File: config.mk
export PLATFORM = sky130hd
export DESIGN_NAME = uart_rx_fsm
export DESIGN_NICKNAME = d
export VERILOG_FILES = /design/src/rtl/uart_rx_fsm.sv
export SDC_FILE = /design/constraint.sdc
export NUM_CORES = 1
export LEC_CHECK = 0
export BUFFER_PORTS_ARGS = -buffer_cell sky130_fd_sc_hd__buf_2
export CAP_MARGIN = 20
export CELL_PAD_IN_SITES_DETAIL_PLACEMENT = 1
export CELL_PAD_IN_SITES_GLOBAL_PLACEMENT = 2
export CORE_ASPECT_RATIO = 0.5
export CORE_UTILIZATION = 39
export CTS_BUF_LIST = sky130_fd_sc_hd__clkbuf_2 sky130_fd_sc_hd__clkbuf_4 sky130_fd_sc_hd__clkbuf_8
export CTS_CLUSTER_DIAMETER = 200
export DETAILED_ROUTE_END_ITERATION = 12
export PLACE_DENSITY = 0.85
export REMOVE_ABC_BUFFERS = 1
export SYNTH_ARGS = -nofsm -noshare
export SYNTH_HDL_FRONTEND = slang
export SYNTH_SLANG_ARGS = --single-unit
File: constraint.sdc
create_clock -name clk -period 4.5 [get_ports clk]
set_input_delay 0.45 -clock clk [delete_from_list [all_inputs] [get_ports clk]]
set_output_delay 0.45 -clock clk [all_outputs]
set_load 0.01 [all_outputs]
File: src/rtl/uart_rx_fsm.sv
// UART receive control FSM: times each bit by oversampled edge count and sequences checker strobes.
// Parity phase is compiled in only when UART_RX_PARITY_EN is defined.
module uart_rx_fsm #(
    parameter int unsigned DATA_WIDTH = 8
) (
    input  logic       clk,
    input  logic       rst,
    input  logic       rx_in,
    input  logic [5:0] prescale,
    input  logic       par_en,
    input  logic       start_glitch,
    input  logic       par_err,
    input  logic       stp_err,
    output logic [5:0] edge_cnt,
    output logic       dat_samp_en,
    output logic       start_chk_en,
    output logic       par_chk_en,
    output logic       stp_chk_en,
    output logic       deser_en,
    output logic       data_valid,
    output logic       frm_err
);

    localparam int unsigned IdxW = (DATA_WIDTH > 1) ? $clog2(DATA_WIDTH) : 1;
    localparam logic [IdxW-1:0] IdxLast = IdxW'(DATA_WIDTH - 1);

    localparam logic [2:0] StIdle   = 3'd0;
    localparam logic [2:0] StStart  = 3'd1;
    localparam logic [2:0] StData   = 3'd2;
`ifdef UART_RX_PARITY_EN
    localparam logic [2:0] StParity = 3'd3;
`endif
    localparam logic [2:0] StStop   = 3'd4;

    logic [2:0]      state_q, state_d;
    logic [5:0]      edge_q, edge_d;
    logic [IdxW-1:0] idx_q, idx_d;
    logic [5:0]      pre_q, pre_d;
    logic            bit_end;
    logic            frame_bad;

    logic            samp_q, samp_d;
    logic            start_chk_q, start_chk_d;
    logic            deser_q, deser_d;
    logic            stp_chk_q, stp_chk_d;
    logic            valid_q, valid_d;
    logic            frm_err_q, frm_err_d;
    logic [5:0]      half_d;
    logic            strobe_d;

`ifdef UART_RX_PARITY_EN
    logic            par_en_q, par_en_d;
    logic            par_bad_q, par_bad_d;
    logic            par_chk_q, par_chk_d;

    assign frame_bad = stp_err | par_bad_q;
`else
    logic            unused_par;

    assign unused_par = par_en ^ par_err;
    assign frame_bad  = stp_err;
`endif

    assign bit_end = (edge_q == pre_q - 6'd1);

    always_comb begin
        state_d   = state_q;
        edge_d    = edge_q;
        idx_d     = idx_q;
        pre_d     = pre_q;
        valid_d   = 1'b0;
        frm_err_d = 1'b0;
`ifdef UART_RX_PARITY_EN
        par_en_d  = par_en_q;
        par_bad_d = par_bad_q;
`endif
        if (state_q != StIdle) begin
            edge_d = bit_end ? 6'd0 : edge_q + 6'd1;
        end

        case (state_q)
            StIdle: begin
                edge_d = 6'd0;
                idx_d  = '0;
                if (!rx_in) begin
                    state_d = StStart;
                    pre_d   = prescale;
`ifdef UART_RX_PARITY_EN
                    par_en_d  = par_en;
                    par_bad_d = 1'b0;
`endif
                end
            end
            StStart: begin
                if (bit_end) begin
                    state_d = start_glitch ? StIdle : StData;
                end
            end
            StData: begin
                if (bit_end) begin
                    if (idx_q == IdxLast) begin
                        idx_d = '0;
`ifdef UART_RX_PARITY_EN
                        state_d = par_en_q ? StParity : StStop;
`else
                        state_d = StStop;
`endif
                    end else begin
                        idx_d = idx_q + 1'b1;
                    end
                end
            end
`ifdef UART_RX_PARITY_EN
            StParity: begin
                if (bit_end) begin
                    par_bad_d = par_err;
                    state_d   = StStop;
                end
            end
`endif
            StStop: begin
                if (bit_end) begin
                    if (frame_bad) begin
                        frm_err_d = 1'b1;
                    end else begin
                        valid_d = 1'b1;
                    end
                    // A start bit already on the line goes straight to START so no cycle is lost.
                    if (!rx_in) begin
                        state_d = StStart;
                        pre_d   = prescale;
`ifdef UART_RX_PARITY_EN
                        par_en_d  = par_en;
                        par_bad_d = 1'b0;
`endif
                    end else begin
                        state_d = StIdle;
                    end
                end
            end
            default: begin
                state_d = StIdle;
                edge_d  = 6'd0;
                idx_d   = '0;
            end
        endcase
    end

    // Strobes are decoded from next-state values so the registered outputs line up with edge_cnt.
    always_comb begin
        half_d      = pre_d >> 1;
        strobe_d    = (state_d != StIdle) && (edge_d == half_d + 6'd2);
        samp_d      = (state_d != StIdle);
        start_chk_d = strobe_d && (state_d == StStart);
        deser_d     = strobe_d && (state_d == StData);
        stp_chk_d   = strobe_d && (state_d == StStop);
`ifdef UART_RX_PARITY_EN
        par_chk_d   = strobe_d && (state_d == StParity);
`endif
    end

    always_ff @(posedge clk or negedge rst) begin
        if (!rst) begin
            state_q     <= StIdle;
            edge_q      <= 6'd0;
            idx_q       <= '0;
            pre_q       <= 6'd0;
            samp_q      <= 1'b0;
            start_chk_q <= 1'b0;
            deser_q     <= 1'b0;
            stp_chk_q   <= 1'b0;
            valid_q     <= 1'b0;
            frm_err_q   <= 1'b0;
        end else begin
            state_q     <= state_d;
            edge_q      <= edge_d;
            idx_q       <= idx_d;
            pre_q       <= pre_d;
            samp_q      <= samp_d;
            start_chk_q <= start_chk_d;
            deser_q     <= deser_d;
            stp_chk_q   <= stp_chk_d;
            valid_q     <= valid_d;
            frm_err_q   <= frm_err_d;
        end
    end

`ifdef UART_RX_PARITY_EN
    always_ff @(posedge clk or negedge rst) begin
        if (!rst) begin
            par_en_q  <= 1'b0;
            par_bad_q <= 1'b0;
            par_chk_q <= 1'b0;
        end else begin
            par_en_q  <= par_en_d;
            par_bad_q <= par_bad_d;
            par_chk_q <= par_chk_d;
        end
    end

    assign par_chk_en = par_chk_q;
`else
    assign par_chk_en = 1'b0;
`endif

    assign edge_cnt     = edge_q;
    assign dat_samp_en  = samp_q;
    assign start_chk_en = start_chk_q;
    assign deser_en     = deser_q;
    assign stp_chk_en   = stp_chk_q;
    assign data_valid   = valid_q;
    assign frm_err      = frm_err_q;

endmodule
# After elaboration in Yosys (flattened, before gate mapping)
# Index checks and enable logic that the tools add are counted.
[word_totals] regBits=24 inputBits=13 out_inout_bits=13 wordCells=62
[op_classes] addsub=4 eq_ne=11 muxes=23 bitwise=1 reduce_logical=12
[ops] cell="$mux 6" count=5
[ops] cell="$mux 3" count=7
[ops] cell="$eq 6x6->1" count=2
[ops] cell="$pmux 3 s4" count=1
[ops] cell="$pmux 6 s2" count=1
[ops] cell="$eq 3x3->1 const B" count=3
[ops] cell="$mux 1" count=7
[ops] cell="$add 5x2->6 const B" count=1
[ops] cell="$add 6x1->6 const B" count=1
[ops] cell="$eq 3x1->1 const B" count=2
[ops] cell="$eq 3x2->1 const B" count=2
[ops] cell="$pmux 3 s2" count=1
[ops] cell="$reduce_bool 3->1" count=2
[ops] cell="$sub 6x1->6 const B" count=1
[ops] cell="$logic_and 1x1->1" count=4
[ops] cell="$ne 2x2->1 const B" count=2
[ops] cell="$reduce_and 2->1" count=2
[ops] cell="$add 3x1->3 const B" count=1
[ops] cell="$logic_not 3->1" count=1
[ops] cell="$reduce_or 3->1" count=1
[ops] cell="$mux 2" count=1
[ops] cell="$reduce_bool 2->1" count=1
[ops] cell="$reduce_or 2->1" count=1
[ops] cell="$not 1->1" count=1

# Longest topological paths before layout
# Gate-level depths: netlist of the first run.
[logic_depth] depth_word=8 depth_mapped=14 ltp_nobuf=13

# Least setup slack after synthesis of the first run
# Ideal clock, no wire load.
[synth_path] path_type="flip-flop to flip-flop" start="register pre_q[0]" end="register start_chk_q (netlist: start_chk_en)" arrival_time_ps=2934 setup_slack_ps=1427 stages_incl_launch_ff=14 n_path_buf=1 synth_period_minus_slack_ps=3073 cell_sequence="dfrtp_1 inv_1 ha_1 nor2b_1 or3_4 a31oi_4 a31oi_4 buf_6 mux2_2 ha_1 xor2_1 nor4b_2 a211oi_1 nor3b_1"
[synth_between] elab_chain_cells=8 word_cells_on_any_way=17 cone_classes="2 x add/sub; 3 x eq/ne; 9 x mux; 3 x reduce/logical"
[synth_lines] item="start, declared" line="38" rtl="logic [5:0] pre_q, pre_d;"
[synth_lines] item="start signal, assigned" line="178" rtl="pre_q <= pre_d;"
[synth_lines] item="$sub 6x1->6" line="64" rtl="assign bit_end = (edge_q == pre_q - 6'd1);"
[synth_lines] item="$eq 6x6->1" line="64"
[synth_lines] item="$mux 6" line="122" rtl="if (bit_end) begin"
[synth_lines] item="$pmux 6 s2" line="81" rtl="case (state_q)"
[synth_lines] item="net pre_d[3]" line="38"
[synth_lines] item="$add 5x2->6" line="152" rtl="strobe_d = (state_d != StIdle) && (edge_d == half_d + 6'd2);"
[synth_lines] item="$eq 6x6->1" line="152"
[synth_lines] item="$logic_and 1x1->1" line="152"
[synth_lines] item="$logic_and 1x1->1" line="154" rtl="start_chk_d = strobe_d && (state_d == StStart);"
[synth_lines] item="net start_chk_d" line="43" rtl="logic start_chk_q, start_chk_d;"
[synth_lines] item="end signal, assigned" line="180" rtl="start_chk_q <= start_chk_d;"
[synth_lines] item="end, declared" line="43"
# The timed path passes the listed nets, and every way through them passes these cells. The select of a mux whose other input is x is not followed.
# A chain may end at the register's enable or synchronous reset.

# Worst setup path after layout of the first run
[layout_path] start="register pre_q[0]" end="register stp_chk_q (netlist: stp_chk_en)"
[layout_between] elab_chain_cells=8 word_cells_on_any_way=17 cone_classes="2 x add/sub; 3 x eq/ne; 9 x mux; 3 x reduce/logical"
[layout_lines] item="$sub 6x1->6" line="64"
[layout_lines] item="$eq 6x6->1" line="64"
[layout_lines] item="$mux 6" line="122"
[layout_lines] item="$pmux 6 s2" line="81"
[layout_lines] item="net pre_d[3]" line="38"
[layout_lines] item="$add 5x2->6" line="152"
[layout_lines] item="$eq 6x6->1" line="152"
[layout_lines] item="$logic_and 1x1->1" line="152"
[layout_lines] item="$logic_and 1x1->1" line="156" rtl="stp_chk_d = strobe_d && (state_d == StStop);"
[layout_lines] item="net stp_chk_d" line="45" rtl="logic stp_chk_q, stp_chk_d;"
[layout_lines] item="end signal, assigned" line="182" rtl="stp_chk_q <= stp_chk_d;"
[layout_lines] item="end, declared" line="45"
# The timed path passes the listed nets, and every way through them passes these cells. The select of a mux whose other input is x is not followed.

==> key figures, run 1 <==
GRT
  – First-pass GRT wire length: ~6300 µm
  – Initial antenna violation count: 0
  – Largest net degree at the start of global routing: 25
  – Global Route Usage Sum: between 10% and 20%
  – Number of global-route vias before repair: around 1300
  – GRT overflow: 0

Floorplan
  – Die area: 4350 µm²
  – Std cell rows: 15
  – Core area: approximately 3700 µm²
  – Initial Util: between 40 and 50%
  – Die Y: 47.2 µm
  – Ports: 26
  – Die W: ~90 µm

Place
  – Dpl cell area: roughly 1700 µm²
  – Post-DP HPWL: 2840 µm
  – Port buffer count: 22
  – GP Congestion: ~0.75
  – Placement Setup Slack: about 0.98 ns

CTS
  – Clk slew on worst S/H paths: about 0.090 ns
  – Hold-fix buffers, CTS: 0
  – H-tree depth: 1
  – Clk Latency, worst-skew pair: 0.27 ns
  – Postcts setup bufs: 0
  – Clock root cell: clkbuf_8
  – Max clock buf depth: 2
  – Sink Count: 24
  – CTS resizes: 0
  – Num CTS Buffers: 3
  – TritonCTS clock tree: built

Synth
  – Top cell type by total area after synthesis: dfrtp_1
  – Register area share after synthesis: between 30 and 40%
  – Top cell type's share of synthesized area: a little under two fifths
  – Post-synth EDFFs: 0
  – Synth Flop Type: dfrtp_1
  – YS warnings: 0
  – Synth Instances: 165
  – FF+latch count, synth: 24
  – Share of synthesized registers carrying an async set or reset: 100%
  – Synth top area cells: dfrtp_1, xnor2_1, ha_1, xor2_1, a21oi_1
  – Distinct cells, synth: 46
  – Synthesized area: 1590 µm²
  – Mean Syn Cell Area: 9.64 µm²

Worst setup path
  – Crit Path Max Fanout: 13
  – Critical path arrival: approximately 3.7 ns
  – FF-to-FF setup slack: roughly 0.94 ns
  – CP max-delay cell: a31oi_4
  – Crit path required time: about 4.6 ns
  – Crit-path max cell delay: 0.48 ns
  – Crit Path Class: reg -> reg
  – Startpoint Class: register
  – Worst-path cell chain: inv_1 > ha_1 > and3b_1 > o21ai_1 > a31oi_4 > a31oi_4 > mux2_2 > ha_1 > xor2_1 > nor4_1 > a211oi_1 > nor3b_1
  – Element type at the critical path end: register

Power and ir drop
  – Total power: approximately 0.0011 W
  – Peak supply drop: between 100 and 150 µV
  – Pwr Density: 648 nW/µm²
  – P_leak: 0.816 nW

Cells and area
  – Share of cells above drive strength 1: 24.5%
  – Most frequent cells in the layout: dfrtp_1, buf_2, nand2_1
  – N_diodes: 0
  – Multi-input gate area: roughly 900 µm²
  – Commonest non-fill, non-tap cell in the layout: dfrtp_1
  – Finished Cell Area: 1770 µm²
  – # fillers: ~440
  – Final net count: between 200 and 250
  – P&R area growth vs syn: 11.5%
  – Storage element area: 601 µm²

STA
  – Period minus WS final: around 3.6 ns
  – Clock skew: approximately 0.0056 ns
  – Final worst setup slack: ~0.94 ns
  – Setup Total Neg Slack: 0 ns
  – Hold Fails Final Rpt: 0
  – Fin crit share: between 70% and 80%
  – Final Max Tran Viols: 0
  – Setup-failing EPs final: 0
  – Worst-Margin Slew: approximately 0.57 ns
  – Worst slew margin: roughly 62%
  – RSZ-0062 raised after global routing: no
  – Final hold slack: approximately 0.16 ns
  – Fmax: around 0.28 GHz

Outcome
  – Status: finished clean

Min path
  – Hold Path Class: in -> async

Drt
  – DR pass1 iterations: 4
  – Vias per cell: 5.51
  – DRC Markers: 0
  – Post-DRT Antenna Nets: 0
  – Total number of vias: ~1300
  – Initial drt markers: between 70 and 80
  – Routed len/inst: about 16 µm
  – Final wirelength: 3740 µm

Flow run
  – Max Cap Viol: 0
==> cell usage after synthesis (3+ instances only) <==
cell type,count
dfrtp_1,24
nand2_1,13
a21oi_1,12
nor2_1,12
xnor2_1,8
inv_1,7
nor3_1,7
xor2_1,7
ha_1,5
nand3_1,5
mux2_2,4
nor2b_1,4
nor3b_1,4
o21ai_0,4
a211oi_1,3
a31oi_1,3
clkbuf_1,3
mux2i_1,3
nand2b_1,3
==> stage by stage <==
step | util [%] | cells
2_1_floorplan | - | 158
3_3_place_gp | 46.9 | 231
3_5_place_dp | 46.9 | 231
4_1_cts | 48.4 | 235
5_1_grt | 48.4 | 235
6_report | 48.4 | 235
==> cell families (layout without fill, tap and decap cells) <==
family / Yosys count / after routing / share of synthesized area (%)
compound gates: 36 / 36 / 17.2
xor+xnor: 15 / 15 / 8.26
fa+ha+maj: 5 / 5 / 3.93
buf+inv: 15 / 34 / 4.80
flops: 24 / 24 / 37.8
mux: 9 / 9 / 6.53
other cells: 1 / 1 / 0.236
simple gates: 60 / 60 / 21.2
==> area by class of cell <==
class / instances / area share (%)
multi-input combinational: 126 / 51.5
sequential: 24 / 33.9
timing repair buffer: 22 / 6.21
tap: 51 / 3.60
clock buffer: 4 / 3.11
inverter: 8 / 1.69
==> flip-flops by register name, indices dropped and copies added, names as in the netlist <==
name and cells:
edge_cnt 6, pre_q 6, idx_q 3, state_q 3, dat_samp_en 1, data_valid 1
deser_en 1, frm_err 1, start_chk_en 1, stp_chk_en 1
==> worst max-delay path, delay by kind of cell (launching register included) <==
kind,cells,cell delay (ns)
AO/OA/AOI/OAI,4,1.38
XOR/XNOR,1,0.27
adder cells (fa/ha/maj),2,0.48
buffers and inverters,1,0.07
flip-flops,1,0.45
multiplexers,1,0.42
AND/OR/NAND/NOR,3,0.38
==> where the power goes <==
part           leakage [nW]  switching [W]  internal [W]  total [W]
logic                 0.476       0.000364      0.000268   0.000631
clock network        0.0288      0.0000703     0.0000782   0.000148
registers             0.311      0.0000988      0.000271   0.000370
total                 0.816       0.000533      0.000617    0.00115
==> metal layers <==
layer  GRT usage, %  part of all wire (%)
met1           25.6                    51
met5              0                     0
met2           33.2                    44
met3           3.88                   3.5
met4           5.94                  0.77
==> final timing paths <==
| path | startpoint | to | cells past startpoint |
|---|---|---|---|
| worst max-delay path | pre_q[0] | stp_chk_en | 12 |
| worst min-delay path | rst | idx_q[2] | 1 |
| worst max register to register | pre_q[0] | stp_chk_en | 12 |
| worst min register to register | idx_q[2] | idx_q[2] | 2 |
| max in group asynchronous | rst | pre_q[2] | 1 |
| min in group clk | stp_err | data_valid | 2 |
Power figures use the tool's default switching activity.
==> inputs of run 2 (changes only) <==
--- a/config.mk
+++ b/config.mk
@@ -10,11 +10,11 @@
 export CELL_PAD_IN_SITES_DETAIL_PLACEMENT = 1
 export CELL_PAD_IN_SITES_GLOBAL_PLACEMENT = 2
 export CORE_ASPECT_RATIO = 0.5
-export CORE_UTILIZATION = 39
+export CORE_UTILIZATION = 36
 export CTS_BUF_LIST = sky130_fd_sc_hd__clkbuf_2 sky130_fd_sc_hd__clkbuf_4 sky130_fd_sc_hd__clkbuf_8
 export CTS_CLUSTER_DIAMETER = 200
 export DETAILED_ROUTE_END_ITERATION = 12
-export PLACE_DENSITY = 0.85
+export PLACE_DENSITY = 0.79
 export REMOVE_ABC_BUFFERS = 1
 export SYNTH_ARGS = -nofsm -noshare
 export SYNTH_HDL_FRONTEND = slang
==> constraint.sdc (replaced) <==
create_clock -name clk -period 3.6 [get_ports clk]
set_input_delay 0.36 -clock clk [delete_from_list [all_inputs] [get_ports clk]]
set_output_delay 0.36 -clock clk [all_outputs]
set_load 0.01 [all_outputs]
==> key figures, run 2 (synthesized netlist as in run 1, its figures left out) <==
STA
  – Fin crit share: 91.6% (+13 points)
  – Worst slew margin: 63.8% (+1.7 points)
  – Setup-failing EPs final: 0 (unchanged)
  – Period minus WS final: 3.30 ns (-0.258 ns)
  – Final Max Tran Viols: 0 (unchanged)
  – RSZ-0062 raised after global routing: no
  – Worst-Margin Slew: 0.543 ns (-0.0262 ns)
  – Fmax: 0.303 GHz (+7.8%)
  – Clock skew: 0.00283 ns (-0.00276 ns)
  – Setup Total Neg Slack: 0 ns (unchanged)
  – Hold Fails Final Rpt: 0 (unchanged)

GRT
  – First-pass GRT wire length: 6380 µm (+2.0%)
  – GR Layer Usage met3: 3.74% (-0.15 points)
  – Initial antenna violation count: 0 (unchanged)
  – Met2 Usage GRT: 28.1% (-5.1 points)
  – GR Util met1: 26.0% (+0.35 points)
  – Largest net degree at the start of global routing: 25 (unchanged)
  – GRT overflow: 0 (unchanged)
  – Global Route Usage Sum: 17.9% (-1.4 points)
  – Most Used Layer, Global Route: met2
  – Number of global-route vias before repair: 1301 (+0.62%)

Worst setup path
  – Worst setup path end: start_chk_en
  – Critical path arrival: 3.47 ns (-0.23 ns)
  – CP max-delay cell: dfrtp_1
  – Worst-path cell chain: inv_1 > ha_1 > nor2b_1 > or3_4 > a31oi_4 > a31oi_4 > mux2_2 > ha_1 > xor2_1 > a211oi_1 > o211ai_1 > nor3b_1
  – Crit Path Class: reg -> reg
  – Crit-path max cell delay: 0.44 ns (-0.04 ns)
  – WP depth: 12 (unchanged)
  – Buffers & Inverters on Critical Path: 1 (unchanged)
  – Crit Path Max Fanout: 5 (-8)
  – Crit-path leading delay family: compound AO/OA/AOI/OAI gates
  – Element type at the critical path end: register
  – Worst Setup SP: pre_q[1]
  – Reg2reg path depth: 12 (unchanged)
  – Startpoint Class: register
  – Crit path required time: 3.77 ns (-0.87 ns)
  – FF-to-FF setup slack: 0.30 ns (-0.64 ns)
  – R2r startpoint: pre_q[1]
  – R2R Path End: start_chk_en

Place
  – Post-DP HPWL: 2890 µm (+1.8%)
  – GP Congestion: 0.736 (-1.8%)
  – Port buffer count: 22 (unchanged)

CTS
  – Clock root cell: clkbuf_8
  – Postcts setup bufs: 0 (unchanged)
  – H-tree depth: 1 (unchanged)
  – Sink Count: 24 (unchanged)
  – Clk slew on worst S/H paths: 0.08 ns (about the same)
  – Clk Latency, worst-skew pair: 0.26 ns (about the same)
  – Num CTS Buffers: 3 (unchanged)
  – TritonCTS clock tree: built
  – Max clock buf depth: 2 (unchanged)

Drt
  – Vias per cell: 5.26 (-4.7%)
  – Total number of vias: 1256 (-3.1%)
  – Final wirelength: 3680 µm (-1.6%)
  – Initial drt markers: 41 (-46%)
  – DRC Markers: 0 (unchanged)
  – Post-DRT Antenna Nets: 0 (unchanged)
  – Routed len/inst: 15.4 µm (-3.2%)
  – DR pass1 iterations: 2 (-2)

Cells and area
  – Commonest non-fill, non-tap cell in the layout: dfrtp_1
  – N_diodes: 0 (unchanged)
  – P&R area growth vs syn: 12.1%
  – Most frequent cells in the layout: dfrtp_1, buf_2, nand2_1
  – Fin util: 43.9% (-4.6 points)
  – Share of cells above drive strength 1: 25.4% (+0.95 points)
  – Final net count: 205 (+0.99%)
  – # fillers: 483 (+10%)

Floorplan
  – Die area: 4700 µm² (+8.1%)
  – Core area: 4060 µm² (+11%)
  – Ports: 26 (unchanged)
  – Die W: 96.0 µm (+4.0%)
  – Std cell rows: 16 (+1)
  – Initial Util: 39.1% (-4.3 points)
  – Die Y: 49.0 µm (+3.9%)

Min path
  – Hold Path Class: in -> async

Power and ir drop
  – Peak supply drop: 235 µV (+61%)
  – Pwr Density: 801 nW/µm² (+24%)
  – P_leak: 0.819 nW (+0.36%)

Flow run
  – Max Cap Viol: 0 (unchanged)

Outcome
  – Status: finished clean
==> run 2: cell count changes in the layout (fill, tap and decap cells not counted) <==
cell / change
buf_4: +2
clkbuf_8: -1
a211oi_2: +1
a211oi_1: -1
==> run 2: worst min-delay path by stage <==
stage	start	cells past startpoint	slack [ns]	to
floorplan	rst	0	0.06	dat_samp_en
global placement	rst	1	0.38	idx_q[1]
detailed placement	rst	1	0.38	idx_q[1]
CTS	rst	1	0.08	idx_q[1]
global route	rst	1	0.12	idx_q[1]
finish	rst	1	0.07	idx_q[1]
==> run 2: area by class of cell <==
type / instances / area [µm²] / share of cell area, %
Inverter: 8 / 30.0 / 1.68
Clock buffer: 3 / 41.3 / 2.32
Multi-Input combinational cell: 126 / 918 / 51.5
Tap cell: 54 / 67.6 / 3.79
Sequential cell: 24 / 601 / 33.7
Timing Repair Buffer: 24 / 125 / 7.02
==> run 2: through the flow <==
stage / cells / worst slack [ns] / hold slack (ns) / instance area, µm² / power [W]
after floorplan: 158 / 0.522 / 0.0644 / 1540 / 0.00104
after CTS: 239 / 0.234 / 0.0844 / 1780 / 0.00144
final: 239 / 0.301 / 0.0703 / 1780 / 0.00143
after detailed placement: 236 / 0.255 / 0.379 / 1740 / 0.00127
after global placement: 236 / 0.322 / 0.377 / 1740 / 0.00126
after global routing: 239 / 0.0602 / 0.117 / 1780 / 0.00155
==> run 2: power breakdown <==
part           total [W]  internal, W  switching [W]
combinational   0.000816     0.000349       0.000466
sequential      0.000455     0.000339       0.000117
clock           0.000157    0.0000748      0.0000826
total            0.00143     0.000763       0.000666
==> run 2: repair_timing <==
action	in CTS	in global routing
setup endpoints to repair	0	1
hold buffers	0	0
gates resized for setup	0	1
==> run 2: per-layer routing <==
metal	vias to the layer above	share of wire (%)
li1	625	-
met1	617	53
met2	14	45
met3	0	1.8
met4	0	0
met5	-	0
